## src/rtl/uart_ctrl_pkg.sv

```systemverilog
// Shared definitions for the UART word controllers (transmit and receive),
// so both sides agree on byte order, state encoding and timeout default.
package uart_ctrl_pkg;

  typedef enum logic [1:0] {
    IDLE      = 2'd0,
    WAIT_HIGH = 2'd1,
    DONE      = 2'd2
  } rx_state_t;

  // Words are sent low byte first, two bytes per word.
  localparam int BYTES_PER_WORD = 2;

  // 1 ms at 100 MHz.
  localparam int DEFAULT_TIMEOUT_CYCLES = 100000;

endpackage

```

## src/rtl/rx_timeout_counter.sv

```systemverilog
// Inter-byte timeout counter: cleared when a low byte is taken, counts while
// the high byte is awaited, flags expiry on reaching TIMEOUT_CYCLES-1.
module rx_timeout_counter #(
  parameter int TIMEOUT_CYCLES = 100000,
  parameter int CNT_W          = 17
) (
  input  logic clk,
  input  logic reset,
  input  logic clr,
  input  logic en,
  output logic expired
);

  logic [CNT_W-1:0] cnt;

  // Clear has priority over count so a fresh low byte always restarts the window.
  always_ff @(posedge clk) begin
    if (reset)    cnt <= '0;
    else if (clr) cnt <= '0;
    else if (en)  cnt <= cnt + 1'b1;
  end

  assign expired = (cnt == CNT_W'(TIMEOUT_CYCLES - 1));

endmodule

```

## src/rtl/rx_word_assembler.sv

```systemverilog
// Pairs received bytes (low first) into 16-bit words with a one-cycle valid
// pulse; a pending low byte is dropped if the high byte does not follow in time.
module rx_word_assembler
  import uart_ctrl_pkg::*;
#(
  parameter int TIMEOUT_CYCLES = DEFAULT_TIMEOUT_CYCLES,
  parameter int CNT_W          = 17
) (
  input  logic        clk,
  input  logic        reset,
  input  logic        rx_ready,
  input  logic [7:0]  rx_data,
  output logic [15:0] word_data,
  output logic        word_valid,
  output logic        timeout_err,
  output logic        busy,
  output logic [7:0]  word_count,
  output logic [1:0]  state_id
);

  rx_state_t  state, state_nxt;
  logic [7:0] low_reg;
  logic       low_load, word_load, tmo, cnt_clr, cnt_en, expired;

  rx_timeout_counter #(
    .TIMEOUT_CYCLES (TIMEOUT_CYCLES),
    .CNT_W          (CNT_W)
  ) u_tmo (
    .clk     (clk),
    .reset   (reset),
    .clr     (cnt_clr),
    .en      (cnt_en),
    .expired (expired)
  );

  // Next-state and datapath controls; an arriving byte beats a same-cycle expiry.
  always_comb begin
    state_nxt = state;
    low_load  = 1'b0;
    word_load = 1'b0;
    tmo       = 1'b0;
    cnt_clr   = 1'b0;
    cnt_en    = 1'b0;
    case (state)
      IDLE: begin
        if (rx_ready) begin
          low_load  = 1'b1;
          cnt_clr   = 1'b1;
          state_nxt = WAIT_HIGH;
        end
      end
      WAIT_HIGH: begin
        if (rx_ready) begin
          word_load = 1'b1;
          state_nxt = DONE;
        end else if (expired) begin
          tmo       = 1'b1;
          state_nxt = IDLE;
        end else begin
          cnt_en    = 1'b1;
        end
      end
      DONE: begin
        // A byte landing in the valid cycle starts the next word.
        if (rx_ready) begin
          low_load  = 1'b1;
          cnt_clr   = 1'b1;
          state_nxt = WAIT_HIGH;
        end else begin
          state_nxt = IDLE;
        end
      end
      default: state_nxt = IDLE;
    endcase
  end

  // State, held low byte, assembled word, word counter and registered timeout pulse.
  always_ff @(posedge clk) begin
    if (reset) begin
      state       <= IDLE;
      low_reg     <= 8'h00;
      word_data   <= 16'h0000;
      word_count  <= 8'h00;
      timeout_err <= 1'b0;
    end else begin
      state       <= state_nxt;
      timeout_err <= tmo;
      if (low_load)  low_reg <= rx_data;
      else if (tmo)  low_reg <= 8'h00;
      if (word_load) begin
        word_data  <= {rx_data, low_reg};
        word_count <= word_count + 8'd1;
      end
    end
  end

  assign word_valid = (state == DONE);
  assign busy       = (state == WAIT_HIGH);
  assign state_id   = state;

endmodule

```

## config.mk

```make
export PLATFORM = sky130hd
export DESIGN_NAME = rx_word_assembler
export DESIGN_NICKNAME = d
export VERILOG_FILES = /design/src/rtl/uart_ctrl_pkg.sv /design/src/rtl/rx_timeout_counter.sv /design/src/rtl/rx_word_assembler.sv
export SDC_FILE = /design/constraint.sdc
export NUM_CORES = 1
export LEC_CHECK = 0
export BUFFER_PORTS_ARGS = -buffer_cell sky130_fd_sc_hd__buf_2
export CAP_MARGIN = 10
export CORE_ASPECT_RATIO = 0.9
export CORE_MARGIN = 2
export CORE_UTILIZATION = 54
export DETAILED_ROUTE_END_ITERATION = 7
export PLACE_DENSITY_LB_ADDON = 0.2
export SYNTH_ARGS = -nofsm -noshare
export SYNTH_HDL_FRONTEND = slang
export SYNTH_HIERARCHICAL = 1
export SYNTH_SLANG_ARGS = --single-unit
```

## constraint.sdc

```tcl
create_clock -name clk -period 3.1 [get_ports clk]
set_input_delay 0.62 -clock clk [delete_from_list [all_inputs] [get_ports clk]]
set_output_delay 0.62 -clock clk [all_outputs]
set_load 0.005 [all_outputs]
```

# Word-level counts from Yosys, hierarchy flattened
# Index checks and enable logic that the tools add are counted.
# classes
addsub	2
multipliers	0
n_div	0
order_cmp	0
eq_ne	5
shift	0
n_mux	16
bitwise	0
n_reduce_logical	5
# op_table
cell	n
$add 17x1->17 const B	1
$eq 17x17->1 const B	1
$mux 8	2
$mux 1	10
$add 8x1->8 const B	1
$mux 2	3
$pmux 2 s3	1
$reduce_or 2->1	2
$ne 3x2->1 const B	1
$eq 2x1->1 const B	1
$eq 2x2->1 const B	1
$logic_not 2->1	1
$ne 2x2->1 const B	1
$reduce_and 2->1	1
$reduce_bool 2->1	1
# totals
reg_bits	52
latch_bits	0
ram_bits	0
romBits	0
input_bits	11
out_inout_bits	29
elab_cells	34
n_memories	0

# Depth between registers and ports, before layout
# logic_depth
ltp_word	6
depth_mapped	10
mapped_depth_nobuf	9

# By module
# Netlist, hierarchy kept.
# modules_own_cells
module	n_inst	cells_per_inst	area_per_inst_um2	seq_area_each_um2
rx_word_assembler	1	158	1312.5	700.7
rx_timeout_counter	1	94	812.0	340.3

# Worst setup path before layout
# No wires, ideal clock.
# synth_path
path_kind	input-to-reg
start	input port rx_ready
end	register u_tmo.cnt[15]
setup_time_ps	70
arrival_time_ps	2346
required_ps	3030
path_slack_ps	684
stages	7
path_buffers	1
path_cell_list	or3b_1 -> nor2_1 -> buf_4 -> nand4_1 -> or4b_4 -> or3_1 -> a21oi_1
# synth_via
word_cells_on_any_way	5
classes_between	4 x mux; 1 x reduce/logical
# synth_lines
item	line	source
start: declaration	rx_word_assembler.sv:11	input logic rx_ready,
$mux 1	rx_word_assembler.sv:53	if (rx_ready) begin
$mux 1	rx_word_assembler.sv:44	case (state)
named net cnt_en	rx_word_assembler.sv:23	logic low_load, word_load, tmo, cnt_clr, cnt_en, expired;
end signal: assignment	rx_timeout_counter.sv:20	else if (en) cnt <= cnt + 1'b1;
end: declaration	rx_timeout_counter.sv:14	logic [CNT_W-1:0] cnt;
# The timed path passes the listed nets, and every way through them passes these cells.
# A chain may end at the register's enable or synchronous reset.

# Worst setup path after layout
# layout_path
start	register u_tmo.cnt[0]
end	register u_tmo.cnt[15]
# layout_via
elab_chain_len	4
word_cells_on_any_way	5
classes_between	1 x add/sub; 1 x eq/ne; 3 x mux
# layout_lines
item	line	source
$eq 17x17->1	rx_timeout_counter.sv:23	assign expired = (cnt == CNT_W'(TIMEOUT_CYCLES - 1));
named net expired	rx_word_assembler.sv:23	
$mux 1	rx_word_assembler.sv:56	end else if (expired) begin
$mux 1	rx_word_assembler.sv:53	
$mux 1	rx_word_assembler.sv:44	
named net cnt_en	rx_word_assembler.sv:23	
# The timed path passes the listed nets, and every way through them passes these cells.

==> out/results.tsv <==
metric	value	unit
synth_compound_area_share	11.5	%
reg_top3	u_tmo/cnt (17), word_data (16)	
finalCritPeriodShare	80.4	%
final.setup.tns	0	ps
fin_crit	2490	ps
synth_simple_gate_area_share	29.4	%
synth_top_family_by_area	simple AND/OR/NAND/NOR gates	
vias	1849	
clock_sinks	52	
antenna_found_initial	0	
cp.required	3330	ps
die_h	63.5	um
p_leak	0.930	nW
syn_inst	252	
cts_hold_buf	0	
largest_reg_flops	17	
num_rows	21	
first_iter_violations	104	
cpLargestDelayFamily	simple AND/OR/NAND/NOR gates	
grt.total_usage	21.1	%
grt-ovfl-total	0	
rsz0062_at_grt	no	
ys_warn_count	6	
timing.rr.start	u_tmo/cnt[0]	
grt_max_degree	37	
hp-class	flip-flop to flip-flop	
cp_data_arrival_time	2720	ps
critPathKind	flip-flop to flip-flop	
io_pins	40	
crit_start	u_tmo/cnt[0]	
first_global_vias	1691	
synth_fa_ha_area_share	1.18	%
cp.depth	9	
globalplace.congestion	0.828	
place_hpwl	2960	um
cts_root_buf	clkbuf_8	
routed_wirelength	4350	um
max-cap-violations	0	
post_cts_buffers	0	
dieWidth	70.1	um
hold_slack	454	ps
fp.dieArea	4450	um2
final_util	64.9	%
io_buffers	39	
syn_to_final_growth	14.8	%
relSlewSlack	56.4	%
clkLatencyLatePin	300	ps
cts_buffer_depth	2	
clk_pin_slew_worst_paths	90	ps
hold_violations	0	
startpoint_type	flip-flop	
critical-path-max-stage-delay	560	ps
finClkSkew	4.15	ps
syn_avg_cell_area	8.43	um2
status	finished, final reports clean	
ant_nets	0	
core_area	3760	um2
cts_tree	built	
min_path_cells	2	
finalMaxSlewViolations	0	
syn_nets	265	
dpl.cell_count	325	
nets	299	
wl_per_cell	13.1	um
fin_cells	333	
diodes	0	
yosysUniqueCellTypes	37	
critPathMaxFanout	6	
drt_first_pass_iters	4	
synth_area	2120	um2
vias_per_cell	5.55	
cts_resized	0	
cp-end-kind	flip-flop	
max_clock_freq	401	MHz
h-tree-depth	2	
power_density	499	nW/um2
drive_gt1_share	19.5	%
synth-xor-area-share	5.36	%
grt_pass1_wl	7690	um
crit_buf_inv	0	
crit_path_top_delay_cell	or4b_4	
power	1.22	mW
finalSetupViolCount	0	
synthMuxAreaShare	0.471	%
path_cells	ha_1 -> and3_1 -> nand3_1 -> nor3_1 -> nor2_1 -> nand4_1 -> or4b_4 -> or3_1 -> a21oi_1	
yosysSeqAreaShare	49.0	%
numCtsBuffers	5	
ir_drop	0.000374	V
drc	0	
start_util	56.5	%
tightest_slew	654	ps
r2r_slack	610	ps
largest-register	u_tmo/cnt	
endpoint	u_tmo/cnt[15]	
r2r_cells	9	
ys_ff_latch	52	
r2r-end	u_tmo/cnt[15]	
-- logic make-up (layout without fill, tap and decap cells) --
group,after synthesis,count (layout)
compound gates,46,46
fa+ha+maj,2,2
flops,52,52
buf+inv,15,50
xor+xnor,13,13
simple gates,123,123
mux,1,1
-- worst reg2reg max path, delay by kind of cell, from the launching register on --
family,cells,cell delay [ps]
DFF,1,370
adders and majority gates,1,280
and+or+nand+nor,7,1620
AOI/OAI and AO/OA,1,160
-- layout make-up --
| type | instances | area, um2 |
|---|---|---|
| Fill cell | 345 | 1320 |
| Sequential cell | 52 | 1040 |
| Multi-Input combinational cell | 185 | 1020 |
| Timing Repair Buffer | 40 | 203 |
| Clock buffer | 5 | 68.8 |
| Tap cell | 46 | 57.6 |
| Clock inverter | 3 | 42.5 |
| Inverter | 2 | 7.51 |
-- per-layer routing --
layer | share of wire, % | up-vias | global-route usage, %
li1 | - | 945 | -
met1 | 52 | 870 | 30.4
met2 | 44 | 32 | 31.8
met3 | 3.9 | 2 | 6.40
met4 | 0.18 | 0 | 3.61
met5 | 0 | - | 0
-- report_power, final --
part	total [mW]	switching (mW)	leakage [nW]	internal [mW]
registers	0.692	0.0103	0.421	0.682
logic	0.0695	0.0434	0.455	0.0261
clock network	0.455	0.216	0.0541	0.239
-- cell usage after synthesis --
cell        n  share of area, %
dfxtp_1    52                49
nand2_1    51               9.0
a21oi_1    35               8.2
nor2_1     17               3.0
nand3_1    12               2.8
nand4_1    12               3.5
clkbuf_1    9               1.6
xor2_1      9               3.7
o21ai_0     6               1.4
or3_1       5               1.5
o31ai_1     4               1.4
or4_1       4               1.4
xnor2_1     4               1.6
and3_1      3              0.88
buf_2       3              0.71
and4_1      2              0.82
ha_1        2               1.2
nor2b_1     2              0.59
nor3_1      2              0.47
and2_2      1              0.35
and3b_1     1              0.41
and4_4      1              0.53
buf_4       1              0.35
inv_1       1              0.18
inv_2       1              0.18
mux2i_1     1              0.47
nand2b_1    1              0.29
nand3b_2    1              0.53
nand4b_1    1              0.41
nand4bb_1   1              0.53
nor3b_1     1              0.35
nor4_1      1              0.29
o21ba_2     1              0.47
or2_2       1              0.29
or3_2       1              0.35
or3b_1      1              0.41
or4b_4      1              0.65
-- cells in the final DEF (no fill, tap or decap), drive strengths merged, types with 2 or more instances in the layout --
master  Yosys  final
buf         4     40
dfxtp      52     52
o31ai       4      4
nand2      51     51
inv         2      2
a21oi      35     35
ha          2      2
nand3      12     12
or4         4      4
nor3        2      2
nand4      12     12
and3        3      3
nor2b       2      2
clkbuf      9      5
xnor2       4      4
and4        3      3
nor2       17     17
xor2        9      9
o21ai       6      6
or3         6      6
-- how the worst min path moves through the flow --
stage / startpoint / end
after floorplan: low_reg[0] / word_data[0]
after global placement: low_reg[7] / word_data[7]
after detailed placement: word_data[9] / word_data[9]
after CTS: word_data[9] / word_data[9]
after global routing: word_data[11] / word_data[11]
final: word_data[9] / word_data[9]
-- through the flow --
step	cell area, um2	worst slack (ps)
2_1_floorplan	2120	684
3_3_place_gp	2330	593
6_report	2440	609
3_5_place_dp	2330	553
5_1_grt	2440	382
4_1_cts	2440	606
(Power assumes the default switching activity.)
